**src/rtl/uart_rx_packetizer_if.sv**
```systemverilog
// Byte handshake and status bundle between the UART receiver and the instruction loader.
// The receiver side uses master; the loader side uses slave.
interface uart_rx_packetizer_if;
  logic       packet_ack;
  logic [7:0] uart_packet;
  logic       packet_ready;
  logic       framing_error;
  logic       overrun_error;
  logic       rx_busy;

  modport master (
    input  packet_ack,
    output uart_packet, packet_ready, framing_error, overrun_error, rx_busy
  );

  modport slave (
    output packet_ack,
    input  uart_packet, packet_ready, framing_error, overrun_error, rx_busy
  );
endinterface

```
**src/rtl/uart_rx_packetizer.sv**
```systemverilog
// 8N1 UART receiver with a one-byte four-phase holding buffer; ready rises 2 edges after the stop sample.
// The receiver never stalls: a byte completing while the buffer is occupied is dropped and flagged as overrun.
module uart_rx_packetizer #(
  parameter int CLKS_PER_BIT = 10417,
  parameter int CNT_W        = 14
) (
  input  logic                   clk,
  input  logic                   rst,
  input  logic                   rx,
  uart_rx_packetizer_if.master   pkt
);

  localparam logic [CNT_W-1:0] HALF_CNT = CNT_W'((CLKS_PER_BIT - 1) / 2);
  localparam logic [CNT_W-1:0] FULL_CNT = CNT_W'(CLKS_PER_BIT - 1);

  typedef enum logic [2:0] {R_IDLE, R_START, R_DATA, R_STOP, R_BREAK} rstate_t;
  typedef enum logic [1:0] {H_EMPTY, H_WAIT, H_READY} hstate_t;

  logic             rx_m, rx_s;
  rstate_t          r_state, r_next;
  logic [CNT_W-1:0] cnt, cnt_next;
  logic [2:0]       bit_idx, idx_next;
  logic [7:0]       shift, shift_next;
  logic             byte_done, done_next;
  logic             framing_q, fe_next;
  hstate_t          h_state, h_next;
  logic [7:0]       packet_q;
  logic             load;
  logic             overrun;

  always_ff @(posedge clk) begin
    if (rst) begin
      rx_m      <= 1'b1;
      rx_s      <= 1'b1;
      r_state   <= R_IDLE;
      cnt       <= '0;
      bit_idx   <= '0;
      shift     <= '0;
      byte_done <= 1'b0;
      framing_q <= 1'b0;
      h_state   <= H_EMPTY;
      packet_q  <= '0;
    end else begin
      rx_m      <= rx;
      rx_s      <= rx_m;
      r_state   <= r_next;
      cnt       <= cnt_next;
      bit_idx   <= idx_next;
      shift     <= shift_next;
      byte_done <= done_next;
      framing_q <= fe_next;
      h_state   <= h_next;
      if (load) packet_q <= shift;
    end
  end

  always_comb begin
    r_next     = r_state;
    cnt_next   = cnt;
    idx_next   = bit_idx;
    shift_next = shift;
    done_next  = 1'b0;
    fe_next    = 1'b0;
    case (r_state)
      R_IDLE: begin
        if (!rx_s) begin
          cnt_next = '0;
          r_next   = R_START;
        end
      end
      R_START: begin
        // Mid start bit: a line already back high was only a glitch.
        if (cnt == HALF_CNT) begin
          cnt_next = '0;
          idx_next = '0;
          r_next   = rx_s ? R_IDLE : R_DATA;
        end else begin
          cnt_next = cnt + 1'b1;
        end
      end
      R_DATA: begin
        if (cnt == FULL_CNT) begin
          cnt_next   = '0;
          shift_next = {rx_s, shift[7:1]};
          idx_next   = bit_idx + 3'd1;
          if (bit_idx == 3'd7) r_next = R_STOP;
        end else begin
          cnt_next = cnt + 1'b1;
        end
      end
      R_STOP: begin
        if (cnt == FULL_CNT) begin
          cnt_next = '0;
          if (rx_s) begin
            done_next = 1'b1;
            r_next    = R_IDLE;
          end else begin
            fe_next = 1'b1;
            r_next  = R_BREAK;
          end
        end else begin
          cnt_next = cnt + 1'b1;
        end
      end
      R_BREAK: begin
        if (rx_s) r_next = R_IDLE;
      end
      default: r_next = R_IDLE;
    endcase
  end

  // New ready is withheld until the loader has released its previous ack.
  always_comb begin
    h_next  = h_state;
    load    = 1'b0;
    overrun = 1'b0;
    case (h_state)
      H_EMPTY: begin
        if (byte_done) begin
          load   = 1'b1;
          h_next = H_WAIT;
        end
      end
      H_WAIT: begin
        if (!pkt.packet_ack) h_next = H_READY;
        if (byte_done) overrun = 1'b1;
      end
      H_READY: begin
        if (pkt.packet_ack) begin
          h_next = H_EMPTY;
          if (byte_done) begin
            load   = 1'b1;
            h_next = H_WAIT;
          end
        end else if (byte_done) begin
          overrun = 1'b1;
        end
      end
      default: h_next = H_EMPTY;
    endcase
  end

  assign pkt.uart_packet   = packet_q;
  assign pkt.packet_ready  = (h_state == H_READY);
  assign pkt.framing_error = framing_q;
  assign pkt.overrun_error = overrun;
  assign pkt.rx_busy       = (r_state != R_IDLE);

endmodule

```
**src/flat_wrapper.sv**
```systemverilog
// flat-port wrapper written by rule: the top's interface ports become plain ports
module uart_rx_packetizer_flat 
#(
  parameter int CLKS_PER_BIT = 10417,
  parameter int CNT_W        = 14
)
  (clk, rst, rx, pkt_packet_ack, pkt_uart_packet, pkt_packet_ready, pkt_framing_error, pkt_overrun_error, pkt_rx_busy);
  uart_rx_packetizer_if pkt_i ();
  input  logic clk;
  input  logic rst;
  input  logic rx;
  input wire logic [$bits(pkt_i.packet_ack)-1:0] pkt_packet_ack;
  output wire logic [$bits(pkt_i.uart_packet)-1:0] pkt_uart_packet;
  output wire logic [$bits(pkt_i.packet_ready)-1:0] pkt_packet_ready;
  output wire logic [$bits(pkt_i.framing_error)-1:0] pkt_framing_error;
  output wire logic [$bits(pkt_i.overrun_error)-1:0] pkt_overrun_error;
  output wire logic [$bits(pkt_i.rx_busy)-1:0] pkt_rx_busy;
  assign pkt_i.packet_ack = pkt_packet_ack;
  assign pkt_uart_packet = pkt_i.uart_packet;
  assign pkt_packet_ready = pkt_i.packet_ready;
  assign pkt_framing_error = pkt_i.framing_error;
  assign pkt_overrun_error = pkt_i.overrun_error;
  assign pkt_rx_busy = pkt_i.rx_busy;
  uart_rx_packetizer #(.CLKS_PER_BIT(CLKS_PER_BIT), .CNT_W(CNT_W)) u_core (.clk(clk), .rst(rst), .rx(rx), .pkt(pkt_i));
endmodule
```
**config.mk**
```make
export PLATFORM = sky130hd
export DESIGN_NAME = uart_rx_packetizer_flat
export DESIGN_NICKNAME = d
export VERILOG_FILES = /design/src/rtl/uart_rx_packetizer_if.sv /design/src/rtl/uart_rx_packetizer.sv /design/src/flat_wrapper.sv
export SDC_FILE = /design/constraint.sdc
export NUM_CORES = 1
export LEC_CHECK = 0
export CORE_MARGIN = 5
export CORE_UTILIZATION = 35
export DETAILED_ROUTE_END_ITERATION = 8
export GPL_ROUTABILITY_DRIVEN = 0
export GPL_TIMING_DRIVEN = 0
export PLACE_DENSITY_LB_ADDON = 0.1
export SYNTH_ARGS = -nofsm -noshare
export SYNTH_HDL_FRONTEND = slang
export SYNTH_SLANG_ARGS = --single-unit
export TNS_END_PERCENT = 100
```
**constraint.sdc**
```tcl
create_clock -name clk -period 4.86 [get_ports clk]
set_input_delay 0.972 -clock clk [delete_from_list [all_inputs] [get_ports clk]]
set_output_delay 0.972 -clock clk [all_outputs]
set_load 0.005 [all_outputs]
```
==> results.yml, run 1 <==
clock_network:
  cts_num_sinks: 42
  cts_htree_levels: 2
  clock_tree.root_cell: "clkbuf_8"
  post_cts_buffers: 0
  cts_tree: "done"
  clockBufferDepth: 2
  insertion_delay_ps: 290
  ctsHoldBuffers: 0
  numCtsBuffers: 5
  path_clk_slew_ps: 80
  cts_resized: 0
finish:
  multi_input_area_sq_um: 1086
  fin_area_sq_um: 2354
  final_nets: 256
  area_growth_syn_to_layout_pct: 16.91
  drive_above_1_share_pct: 6.557
  fin_cells: 316
  antennaDiodeCount: 0
  seqCellArea_sq_um: 840.8
  fillers: 576
timing:
  hold_viol: 0
  worst_slew_pin_slew_ps: 465.9
  finalCritPeriodShare_pct: 65.98
  max_freq_mhz: 311.8
  tns_ps: 0
  relSlewSlack_pct: 68.66
  fin_crit_ps: 3207
  fin_hold_ws_ps: 427.1
  setup_viol_count_final: 0
  rsz0062_at_grt: "false"
  drv_slew: 0
  fin_skew_ps: 3.379
  fin_ws_ps: 1653
flow_run:
  maxCapViolCount: 0
status:
  status: "complete, no violations"
synthesis:
  seq_area_frac_synth_pct: 41.77
  yosys_warnings: 0
  synth_fp_nets: 235
  ys_top_cells_by_area: "dfxtp_1 42%, mux2i_1 8.5%, ha_1 5.6%, nor2_1 4.8%, a31oi_1 2.8%"
  synth_area_sq_um: 2013
  ys_seq_elements: 42
  synth_cells: 222
  synth_top_area_share_pct: 41.77
  postSynthAreaPerCell_sq_um: 9.068
  synthDistinctLibCells: 42
  yosysTopAreaCell: "dfxtp_1"
placed_design:
  dp_hpwl_microns: 2930
  port-buffer-count: 14
  placement.cell_area_sq_um: 2243
  dp.cells: 308
  post-place-ws_ps: 1670
hold_path:
  worstHoldPathType: "reg -> reg"
power:
  clkPwrFrac_pct: 40.8
  switching_power_mw: 0.1505
  p_leak_nw: 0.8912
  pwr-share-comb_pct: 6.7
  power.internal_mw: 0.5205
  power_frac_seq_pct: 52.5
  powerDensity_nw_per_um2: 285.1
  ir_worst_vdd_mv: 0.1260
  swShare_pct: 22.42
global_routing:
  grt_remaining_overflow: 0
  grt_pass1_wl_microns: 7038
  first_global_vias: 1462
  antenna_found_initial: 0
  grt_max_degree: 14
  grt_use_total_pct: 11.84
drt:
  route.detailed.drc: 0
  antenna_left: 0
  drt_iter0_drc: 64
  wire_per_inst_microns: 13.02
  post_drt_via_cell_ratio: 5.136
  wirelength_microns: 4114
  first_pass_iters: 4
  vias: 1623
die:
  die_x_microns: 85.84
  initial_utilization_pct: 36.34
  io_pins: 16
  fp.dieH_microns: 85.84
  die_area_sq_um: 7369
  rows: 27
  fp.coreArea_sq_um: 5540
setup_path:
  worst_setup_path_end_kind: "output port"
  cp.arrival_ps: 2230
  path_class: "in -> out"
  crit_required_ps: 3890
  critPathLaunchType: "input port"
  cp_max_fo: 3
cells in the mapped netlist:
library cell	n
clkbuf_1	7
nor3_1	10
nand3b_1	4
o21ai_0	4
nand4b_2	1
o221ai_1	1
a31oi_1	9
nor4b_2	1
inv_1	9
nor4bb_1	1
a21oi_1	10
mux2i_1	17
o31a_1	1
o211a_1	1
nor4_1	2
buf_6	1
o311ai_1	1
o22ai_1	1
a22oi_2	1
nand2_1	13
nor4b_4	1
dfxtp_1	42
nor2_1	26
ha_1	9
and3b_1	1
buf_4	2
nor3b_1	2
nor2b_1	2
and4_1	1
and2_1	3
nand3_1	9
a21o_1	2
a31o_1	3
a221o_1	1
a22o_1	5
nand2b_1	4
or3_1	6
nand4_1	3
o21a_1	1
or2_2	2
a211oi_1	1
and3_1	1
metal layers:
| layer | wire length [microns] | up-vias | part of all wire, % | GRT usage [%] |
|---|---|---|---|---|
| met3 | 119 | 4 | 2.9 | 3.458 |
| li1 | - | 844 | - | - |
| met2 | 1632 | 17 | 40 | 16.24 |
| met1 | 2313 | 758 | 56 | 17.49 |
| met4 | 48 | 0 | 1.2 | 3.885 |
| met5 | 0 | - | 0 | 0 |
area by class of cell:
class                      instances  area share [%]
clock inverter                     2           1.595
timing repair buffer              14           5.954
clock buffer                       6           3.083
inverter                           9           1.435
multi-input combinational        161           46.15
buffer                            10           2.233
tap                               72           3.828
sequential                        42           35.73
worst max-delay path, cell delays in order:
cell and delay (ps):
clkdlybuf4s50_1 440, nor2b_1 180, o211a_1 150, clkdlybuf4s50_1 490
through the flow:
| stage | power [mW] | utilization [%] |
|---|---|---|
| final | 0.6710 | 42.48 |
| after CTS | 0.6823 | 42.48 |
| after detailed placement | 0.4050 | 40.49 |
| after floorplan | 0.3934 | - |
| after global placement | 0.4054 | 40.49 |
| after global routing | 0.7037 | 42.48 |
logic make-up after synthesis:
logic type / after synthesis / share of synthesized area (%)
AOI/OAI and AO/OA: 42 / 14.48
adders and majority gates: 9 / 5.594
buffers and inverters: 19 / 4.288
DFF: 42 / 41.77
muxes: 17 / 8.452
and+or+nand+nor: 93 / 25.42
sequential cells by signal, indices dropped and copies added (netlist names):
| signal | count |
|---|---|
| u_core.bit_idx | 3 |
| u_core.shift | 8 |
| u_core.r_state | 3 |
| u_core.byte_done | 1 |
| u_core.rx_m | 1 |
| u_core.pkt.uart_packet | 8 |
| u_core.pkt.framing_error | 1 |
| u_core.cnt | 14 |
| u_core.h_state | 2 |
| u_core.rx_s | 1 |
placed cells by master, fill, tap and decap left out, drive strengths merged, types with 2 or more instances in the layout:
master	instances
clkdlybuf4s50	14
a21oi	10
nand2	13
nand3b	4
nor2b	2
inv	9
nand2b	4
nor4	2
ha	9
a31oi	9
nor4b	2
a22o	5
nor3b	2
nor3	10
nand3	9
clkbuf	13
or2	2
dfxtp	42
o21ai	4
a21o	2
buf	3
a31o	3
nand4	3
or3	6
mux2i	17
and2	3
nor2	26
power by group through the flow:
stage	Clock, mW	Sequential (mW)	Combinational (mW)
6_report	0.274	0.352	0.0449
2_1_floorplan	0	0.359	0.0343
3_5_place_dp	0	0.360	0.0446
4_1_cts	0.285	0.352	0.0452
5_1_grt	0.301	0.353	0.0500
3_3_place_gp	0	0.360	0.0452
worst paths after layout:
check	from	end	slack [ps]	cells after the start
worst min-delay path	u_core.rx_m	u_core.rx_s	430	1
worst max-delay path	pkt_packet_ack	pkt_overrun_error	1650	4
worst max register to register	u_core.cnt[0]	u_core.r_state[0]	2800	9
worst min register to register	u_core.rx_m	u_core.rx_s	430	1
Power figures use the tool's default switching activity.
==> run 2: changes to the inputs <==
==> constraint.sdc (replaced) <==
create_clock -name clk -period 2.95 [get_ports clk]
set_input_delay 0.59 -clock clk [delete_from_list [all_inputs] [get_ports clk]]
set_output_delay 0.59 -clock clk [all_outputs]
set_load 0.005 [all_outputs]
==> results of run 2 <==
The final DEF is identical to that of run 1. Status: complete, no violations.
Main changes from that run: setup slack after placement 1670 ps -> 524.5 ps; setup slack after layout 1653 ps -> 507.3 ps; register-to-register setup slack 2800 ps -> 890 ps; total power 0.6710 mW -> 1.105 mW; worst IR drop on VDD 0.1260 mV -> 0.2076 mV
==> run 3: changes to the inputs <==
==> constraint.sdc (replaced) <==
create_clock -name clk -period 2 [get_ports clk]
set_input_delay 0.4 -clock clk [delete_from_list [all_inputs] [get_ports clk]]
set_output_delay 0.4 -clock clk [all_outputs]
set_load 0.005 [all_outputs]
==> run 3 against run 2 <==
Against the previous run: clock power up 47%; first-iteration DRC count up 38%; combinational power up 79%; highest routed layer unchanged; cell area up 6.3%; largest power group unchanged; wire length up 5.9%; via count up 2.2%; power up 49%; count of clock-buffer cells in the layout unchanged; non-clock buffer count up 7; worst setup slack worse by 420 ps; critical path depth down 2.
==> results.yml, run 3 (same netlist as run 1, synthesis figures left out) <==
status:
  status: "complete, no violations"
setup_path:
  worstPathCellList: "or3_1 > clkdlybuf4s50_1"
  r2r_start: "u_core.cnt[0]"
  cp.arrival_ps: 1510
  crit_required_ps: 1600
  path_class: "reg -> out"
  cp_top_family: "buffers and inverters"
  cp_slowest_cell: "clkdlybuf4s50_1"
  rr_worst_depth: 8
  rr_endpoint: "u_core.cnt[1]"
  ff2ff_setup_slack_ps: 90
  cp.depth: 2
  critPathLaunchType: "register"
  crit_buf_inv: 1
  cp_slowest_stage_delay_ps: 450
  cp_max_fo: 8
  worst_setup_path_end_kind: "output port"
finish:
  fin_area_sq_um: 2501
  final_common_cell: "dfxtp_1"
  largest_register: "u_core.cnt"
  largest_reg_flops: 14
  drive_above_1_share_pct: 15.94
  seqCellArea_sq_um: 849.6
  fillers: 566
  fin_util_pct: 45.14
  final_cell_mix: "37 x dfxtp_1, 26 x nor2_1, 17 x mux2i_1"
  final_nets: 263
  antennaDiodeCount: 0
  multi_input_area_sq_um: 1146
  area_growth_syn_to_layout_pct: 24.24
drt:
  drt_iter0_drc: 88
  wirelength_microns: 4358
  antenna_left: 0
  post_drt_via_cell_ratio: 5.133
  vias: 1658
  wire_per_inst_microns: 13.49
  first_pass_iters: 4
  route.detailed.drc: 0
power:
  ir_worst_vdd_mv: 0.3123
  power_frac_seq_pct: 51.7
  power.total_mw: 1.650
  power.internal_mw: 1.278
  switching_power_mw: 0.3713
  p_leak_nw: 0.9515
  powerDensity_nw_per_um2: 659.5
  pwr-share-comb_pct: 8.0
  swShare_pct: 22.51
  clkPwrFrac_pct: 40.3
clock_network:
  clock_tree.root_cell: "clkbuf_8"
  numCtsBuffers: 5
  cts_tree: "done"
  insertion_delay_ps: 290
  clockBufferDepth: 2
  path_clk_slew_ps: 80
  cts_htree_levels: 2
  cts_num_sinks: 42
global_routing:
  grt_max_degree: 14
  grt_remaining_overflow: 0
  grt_use_met2_pct: 16.81
  top_usage_layer: "met1"
  antenna_found_initial: 0
  grt_use_total_pct: 12.14
  grt_pass1_wl_microns: 7210
  first_global_vias: 1497
  met3_usage_pct: 3.458
  grtUsageMet1_pct: 17.84
die:
  die_area_sq_um: 7369
  initial_utilization_pct: 36.34
  rows: 27
  fp.coreArea_sq_um: 5540
  die_x_microns: 85.84
  fp.dieH_microns: 85.84
  io_pins: 16
timing:
  hold_viol: 0
  fin_crit_ps: 1911
  worst_slew_pin_slew_ps: 470.8
  max_freq_mhz: 523.2
  finalCritPeriodShare_pct: 95.57
  fin_ws_ps: 88.68
  drv_slew: 0
  fin_skew_ps: 1.490
  setup_viol_count_final: 0
  relSlewSlack_pct: 68.61
  fin_hold_ws_ps: 424.0
  rsz0062_at_grt: "false"
placed_design:
  port-buffer-count: 14
  placement.cell_area_sq_um: 2243
  post-place-ws_ps: -45.54
  dp_hpwl_microns: 2930
hold_path:
  holdPathEnd: "u_core.rx_s"
  worstHoldStart: "u_core.rx_m"
  worstHoldPathCells: 1
  worstHoldPathType: "reg -> reg"
flow_run:
  maxCapViolCount: 0
[run 3: final cells by class]
class                           instances  area share [%]
Tap cell                               72           3.602
Inverter                                9           1.351
Timing Repair Buffer                   23           8.754
Buffer                                  8           2.101
Clock inverter                          2           1.501
Clock buffer                            6           2.901
Multi-Input combinational cell        161           45.82
Sequential cell                        42           33.97
[run 3: how the worst max path moves through the flow]
| stage | start | end |
|---|---|---|
| 4_1_cts | u_core.r_state[1] | pkt_rx_busy |
| 5_1_grt | u_core.cnt[0] | u_core.cnt[1] |
| 2_1_floorplan | u_core.cnt[0] | u_core.cnt[3] |
| 3_3_place_gp | pkt_packet_ack | pkt_overrun_error |
| 3_5_place_dp | pkt_packet_ack | pkt_overrun_error |
| 6_report | u_core.r_state[0] | pkt_rx_busy |
[run 3: worst reg2reg max path, cell delays in order (launching register included)]
cell and delay [ps]:
dfxtp_4 360, inv_2 60, ha_4 120, nor4b_4 260, nand4_1 180, a22o_1 280
buf_4 150, and2_4 160, a22o_1 220
[run 3: power groups by stage]
stage	logic [mW]	registers, mW	clock network (mW)
global placement	0.110	0.875	0
detailed placement	0.108	0.876	0
finish	0.132	0.852	0.665
CTS	0.124	0.853	0.692
floorplan	0.0833	0.873	0
global route	0.145	0.854	0.731
[run 3: layer usage]
layer / routed length, microns / vias to the layer above
met4: 48 / 0
met3: 168 / 4
met2: 1799 / 24
met1: 2341 / 772
met5: 0 / -
li1: - / 858
[run 3: stage by stage]
stage / cells / setup TNS [ps]
3_3_place_gp: 308 / -124.1
2_1_floorplan: 222 / 0
6_report: 323 / 0
3_5_place_dp: 308 / -98.09
5_1_grt: 323 / 0
4_1_cts: 319 / 0
[run 3: timing repair]
item	4_1_cts	5_1_grt
pin swaps	3	4
setup endpoints to repair	17	26
gates resized for setup	8	18
endpoints found under the hold margin	0	0
cloned	0	3
hold buffers	0	0
buffers inserted	4	2
